**config.mk**
```make
export PLATFORM = sky130hd
export DESIGN_NAME = pwm_sched_ctrl
export DESIGN_NICKNAME = d
export VERILOG_FILES = /design/src/rtl/pwm_sched_ctrl.sv
export SDC_FILE = /design/constraint.sdc
export NUM_CORES = 1
export LEC_CHECK = 0
export CAP_MARGIN = 20
export CORE_MARGIN = 1.5
export CORE_UTILIZATION = 49
export DETAILED_ROUTE_END_ITERATION = 7
export PLACE_DENSITY = 0.7
export SLEW_MARGIN = 40
export SYNTH_ARGS = -nofsm -noshare
export SYNTH_HDL_FRONTEND = slang
export SYNTH_SLANG_ARGS = --single-unit
```
**constraint.sdc**
```tcl
create_clock -name clk -period 4.33 [get_ports clk]
set_input_delay 0.433 -clock clk [delete_from_list [all_inputs] [get_ports clk]]
set_output_delay 0.433 -clock clk [all_outputs]
set_load 0.005 [all_outputs]
```
**src/rtl/pwm_sched_ctrl.sv**
```systemverilog
`default_nettype none
// ============================================================================
//  Module      : pwm_sched_ctrl
//  Description : Scheduler for a bank of PWM channels that share one
//                free-running period counter. It starts and stops the
//                counter, and it holds the duty value for each channel.
//                A duty written while running goes to a shadow register.
//                The shadow value is copied to the active register only at
//                a period boundary (the wrap cycle), so the output pins
//                never glitch.
//                Optional macro PWM_PERIOD_IRQ_EN adds the period_done
//                output, which pulses high on every wrap cycle.
//  Revision    : 1.0 - initial release
// ============================================================================
module pwm_sched_ctrl #(
  parameter  int N_CH = 4,
  parameter  int W    = 4,
  localparam int CH_W = $clog2(N_CH)
) (
  input  logic              clk,
  input  logic              reset,
  input  logic              start,
  input  logic              stop,
  input  logic [W-1:0]      period,
  input  logic              cfg_valid,
  output logic              cfg_ready,
  input  logic [CH_W-1:0]   cfg_ch,
  input  logic [W-1:0]      cfg_duty,
  output logic [W-1:0]      count,
  output logic [N_CH-1:0]   pw,
`ifdef PWM_PERIOD_IRQ_EN
  output logic              period_done,
`endif
  output logic              busy
);

  typedef enum logic [1:0] {
    ST_IDLE  = 2'd0,
    ST_RUN   = 2'd1,
    ST_DRAIN = 2'd2
  } state_t;

  localparam logic [CH_W:0] NCH_C = (CH_W+1)'(N_CH);

  state_t            state;
  state_t            state_nxt;
  logic [W-1:0]      per_q;
  logic [W-1:0]      shadow  [N_CH];
  logic [W-1:0]      active  [N_CH];
  logic [N_CH-1:0]   pending;
  logic [N_CH-1:0]   ch_sel;
  logic              ch_ok;
  logic              wrap;
  logic              wr_en;

  // The last count of the period. This test is only used while the block is running.
  assign wrap  = (count == per_q);
  assign busy  = (state != ST_IDLE);
  assign wr_en = cfg_valid && cfg_ready;
  // If the channel number is out of range, no channel is selected.
  // A write to that channel is accepted and then discarded.
  assign ch_ok = ({1'b0, cfg_ch} < NCH_C);

  // Decode the channel number into a one-hot select vector.
  always_comb begin
    ch_sel = '0;
    for (int i = 0; i < N_CH; i++) begin
      ch_sel[i] = ch_ok && (cfg_ch == CH_W'(i));
    end
  end

  // State register
  always_ff @(posedge clk) begin
    if (reset) begin
      state <= ST_IDLE;
    end else begin
      state <= state_nxt;
    end
  end

  // Next-state logic and config handshake. cfg_ready does not depend on cfg_valid.
  always_comb begin
    state_nxt = state;
    cfg_ready = 1'b0;
    case (state)
      ST_IDLE: begin
        cfg_ready = 1'b1;
        if (start && !stop) state_nxt = ST_RUN;
      end
      ST_RUN: begin
        // Block a second write to a channel until its first write has been applied.
        cfg_ready = ~|(ch_sel & pending);
        if (stop) state_nxt = ST_DRAIN;
      end
      ST_DRAIN: begin
        if (wrap) state_nxt = ST_IDLE;
      end
      default: state_nxt = ST_IDLE;
    endcase
  end

  // Period counter, latched period, and the per-channel duty registers
  always_ff @(posedge clk) begin
    if (reset) begin
      count   <= '0;
      per_q   <= '0;
      pending <= '0;
      for (int i = 0; i < N_CH; i++) begin
        shadow[i] <= '0;
        active[i] <= '0;
      end
    end else begin
      if (state == ST_IDLE) begin
        count <= '0;
        if (start && !stop) per_q <= period;
      end else begin
        count <= wrap ? '0 : count + W'(1);
      end
      for (int i = 0; i < N_CH; i++) begin
        // On the wrap cycle, copy each pending shadow value into its active register.
        if (state != ST_IDLE && wrap && pending[i]) begin
          active[i]  <= shadow[i];
          pending[i] <= 1'b0;
        end
        // A write made on the wrap cycle sees pending=0 above.
        // So it stays pending and is applied at the next wrap.
        if (wr_en && ch_sel[i]) begin
          shadow[i] <= cfg_duty;
          if (state == ST_IDLE) begin
            active[i] <= cfg_duty;
          end else begin
            pending[i] <= 1'b1;
          end
        end
      end
    end
  end

  // PWM outputs are decoded from registers, so they add no extra cycle of latency.
  always_comb begin
    pw = '0;
    for (int i = 0; i < N_CH; i++) begin
      pw[i] = busy && (count < active[i]);
    end
  end

`ifdef PWM_PERIOD_IRQ_EN
  // One-cycle pulse on every wrap cycle, including the final wrap in DRAIN.
  assign period_done = busy && wrap;
`endif

endmodule
`default_nettype wire

```
Word level (Yosys, flattened, before mapping)
Memories as Yosys holds them, arrays and structs flattened.
Cells that the tools add are included.
Storage, ports and cells
  register bits after elaboration: 14
  word-level logic and storage cells: 125
  RAM bits: 32
  input bits: 15
  latch bits: 0
  output and inout bits: 10
  memory bits (read-only): 0
  memories: 2
Operators by class
  div/mod/pow operators: 0
  magnitude comparators: 4
  multipliers: 0
  multiplexer cells: 68
  reduce and logical (&&, ||, !) cells: 24
  equality and inequality tests: 9
  bitwise gates (word level): 13
  add/sub/neg operators: 1
  shift operators: 0
Memories
  active: depth 4, bits a word 4, read ports 4, clocked after memory_dff 0, wr ports 4, line 49  | logic [W-1:0] active [N_CH];
  shadow: depth 4, bits a word 4, read ports 4, clocked after memory_dff 0, wr ports 4, line 48  | logic [W-1:0] shadow [N_CH];
Operator list (number)
  1-bit two-way mux: 51
  4-bit two-way mux: 12
  4-bit less-than comparator: 4
  1-bit logical AND: 15
  1-bit OR: 12
  2-bit equality test (second input constant): 3
  2-bit two-way mux: 3
  2-bit != test (second input constant): 3
  2-bit case mux with 3 select lines: 1
  4-bit by 1-bit adder with 4-bit output (second input constant): 1
  4-bit bitwise AND: 1
  2-bit by 1-bit equality test with 1-bit output (second input constant): 2
  4-bit equality test: 1
  2-bit logical NOT: 2
  4-bit OR reduction: 1
  3-bit AND reduction: 1
  3-bit OR reduction: 1
  1-bit logical NOT: 2
  1-bit case mux with 2 select lines: 1
  2-bit AND reduction: 1
  2-bit nonzero test: 1

Logic depth before layout (Yosys ltp)
  depth after elaboration: 11
  depth in mapped cells: 6
  mapped depth without buffers: 5

Worst setup path before layout
No wires, ideal clock.
  path type: input to output
  from: input cfg_ch[0]
  to: output cfg_ready
  arrival: 1.281 ns
  stages on the path: 3
  data required time: 3.897 ns
  setup slack: 2.616 ns
  path buffers: 1
  cell sequence: buf_2 > mux4_2 > a21oi_1
Between the ends
  longest elaborated chain between the ends: 5
  elaborated cells between the ends (all ways): 8
  classes of those cells: 3 x eq/ne; 1 x mux; 1 x bitwise; 3 x reduce/logical
RTL lines
  start: declaration: line 27  | input logic [CH_W-1:0] cfg_ch,
  2-bit by 1-bit equality test with 1-bit output, or another cell as far along: line 68  | ch_sel[i] = ch_ok && (cfg_ch == CH_W'(i));
  4-bit bitwise AND (*): line 92  | cfg_ready = ~|(ch_sel & pending);
  4-bit OR reduction (*): line 92
  1-bit logical NOT (*): line 92
  1-bit case mux with 2 select lines (*): line 85  | case (state)
  end: declaration: line 26  | output logic cfg_ready,
Every way passes the cells marked *; elsewhere a longest branch is shown, timed or not.

Worst setup path after layout
Same ends and word-level chain as after synthesis.

==> reports/metrics.cfg <==
[run_status]
status=finished clean

[placed_design]
io_buffers=24
gp_congestion=0.828
dp_hpwl_mm=3.38
pre_cts_ws_ps=1560

[power_and_ir_drop]
internal-power_mw=0.647
swShare_pct=24.5
powerDensity_nw_per_um2=299
pwr-share-seq_pct=58.6
comb_power_share_pct=12.4
p_clk_share_pct=29.0
ir_drop_mv=0.140
total_power_mw=0.856
p_switching_mw=0.210
power_leakage_nw=1.09

[worst_setup_path]
endpoint_kind=primary output
r2r-end=active[2][2]
required_ps=3900
worstPathArrival_ps=2340
start_kind=input port
reg2reg_depth=4
reg2reg_from=count[2]
endpoint=cfg_ready
startpoint=cfg_ch[0]
crit_fanout=10
path_class=in -> out
ff2ff_setup_slack_ps=2380

[routing]
drt_first_pass_iters=5
num_vias=1720
drc_errors=0
wl_per_cell_um=15.5
ant_nets=0
first_iter_violations=105
routed_wl_mm=4.77
via_per_inst=5.58

[global_routing]
grt_antenna_before_repair=0
grt_usage_pct=19.0
grt-ovfl-total=0
grt_first_pass_wirelength_mm=7.64
grt_max_degree=30
grt_pass1_vias=1540

[clocking]
cts_setup_buffers=0
cts.sinks=46
cts.htree.levels=2
cts_buffers=5
postCtsHoldBufs=0
root_buffer=clkbuf_8
cts_tree=built
clkTransAtPathRegs_ps=80
cts.path.max_buffers=2
clock_latency_ps=300
cts_resized=0

[layout]
fillers=425
final_cell_mix=32 x edfxtp_1, 24 x clkdlybuf4s50_1, 21 x inv_1
mostFrequentLayoutCell=edfxtp_1
multiInputGateArea_um2=1130
finish.net_count=268
syn2layout_area_growth_pct=14.8
seq_area_um2=1240
layout-drive-gt1-share_pct=8.71
antenna_cells=0

[floorplan]
die_area_um2=5520
core_area_um2=4820
ios=25
die_x_um=74.3
die_y_um=74.3
initial_utilization_pct=51.7
rows=25

[sta]
fmax_mhz=360
finalMaxSlewViolations=0
fin_crit_sh_pct=64.1
fin_crit_ps=2770
tns_ps=0
finalWorstSetupSlack_ps=1560
hold_viol_final=0
fin_worst_skew_ps=12.2
rsz0062_at_grt=no
finalSetupViolations=0
relSlewSlack_pct=56.9
max_slew.worst_pin.slew_ps=646

[logic_synthesis]
syn_inst=218
ys_types=41
async_flop_share_pct=0
synth_warnings=0
synth_edf_count=32
avgSynthCellArea_um2=11.4
yosysSeqAreaShare_pct=49.8
synth_ff_type=edfxtp_1
post_synth_instance_area_um2=2490
syn_nets=246
ys_ff_latch=46

[flow_run]
maxCapViolCount=0

[hold_path]
hold_depth=2
worstHoldPathType=reg -> reg
hp-start=per_q[1]

==> routing by layer <==
| layer | vias to the layer above | GRT usage (%) | part of all wire, % |
|---|---|---|---|
| met5 | - | 0 | 0 |
| met3 | 11 | 3.66 | 6.5 |
| li1 | 850 | - | - |
| met4 | 0 | 7.68 | 2.5 |
| met2 | 59 | 29.7 | 46 |
| met1 | 800 | 26.2 | 45 |
==> registers in the layout (all words and copies together), names as in the netlist <==
name	flops
active	16
per_q	4
shadow	16
count	4
pending	4
state	2
==> critical path: stages <==
cell and delay (ps):
clkdlybuf4s50_1 680, mux4_2 540, a21oi_1 160, clkdlybuf4s50_1 520
==> power by group through the flow <==
stage / Combinational, mW / Sequential (mW) / Clock, mW
detailed placement: 0.107 / 0.512 / 0
CTS: 0.107 / 0.502 / 0.255
floorplan: 0.0701 / 0.507 / 0
global route: 0.117 / 0.504 / 0.275
finish: 0.106 / 0.502 / 0.249
global placement: 0.104 / 0.511 / 0
==> Yosys cell counts, drive strengths merged (2+ instances only) <==
master | instances | area, um2
edfxtp | 32 | 961
nor2 | 22 | 101
inv | 21 | 78.8
dfxtp | 14 | 280
ha | 13 | 163
a22o | 12 | 105
nand2 | 10 | 37.5
nor4 | 9 | 56.3
mux2i | 8 | 80.1
o21ai | 8 | 40.0
and3 | 7 | 43.8
buf | 7 | 33.8
a21oi | 6 | 30.0
nor3 | 6 | 35.0
xnor2 | 5 | 66.3
nor4b | 4 | 95.1
a221o | 3 | 30.0
a32o | 3 | 30.0
clkbuf | 3 | 11.3
nand3 | 3 | 15.0
nor2b | 3 | 18.8
o21bai | 3 | 22.5
a21o | 2 | 15.0
nand3b | 2 | 15.0
nand4 | 2 | 27.5
==> cells by family (layout without fill, tap and decap cells) <==
| logic type | Yosys count | in the layout | share of synthesized area (%) |
|---|---|---|---|
| AND/OR/NAND/NOR | 72 | 72 | 19.0 |
| XOR/XNOR | 6 | 6 | 3.01 |
| flip-flops | 46 | 46 | 49.8 |
| adder cells (fa/ha/maj) | 13 | 13 | 6.53 |
| multiplexers | 9 | 9 | 4.12 |
| AO/OA/AOI/OAI | 41 | 41 | 12.6 |
| buffers and inverters | 31 | 54 | 4.97 |
==> final cells by class <==
class                   instances  area share, %
flip-flops and latches         46           43.4
clock buffers                   6           2.54
repair buffers                 25           8.66
inverters                      21           2.75
clock inverters                 2          0.350
multi-input cells             141           39.4
well taps                      67           2.93
==> worst min-delay path by stage <==
| stage | end | slack [ps] |
|---|---|---|
| after floorplan | per_q[1] | 480 |
| after global placement | per_q[1] | 510 |
| after detailed placement | per_q[1] | 510 |
| after CTS | per_q[1] | 530 |
| after global routing | pending[3] | 570 |
| final | per_q[1] | 530 |
==> stage by stage <==
stage,hold WS (ps),cells,instance area (um2),utilization [%]
2_1_floorplan,482,218,2490,-
3_3_place_gp,513,300,2780,57.7
3_5_place_dp,511,300,2780,57.7
4_1_cts,535,308,2860,59.4
5_1_grt,567,308,2860,59.4
6_report,532,308,2860,59.4
(Power assumes the default switching activity.)
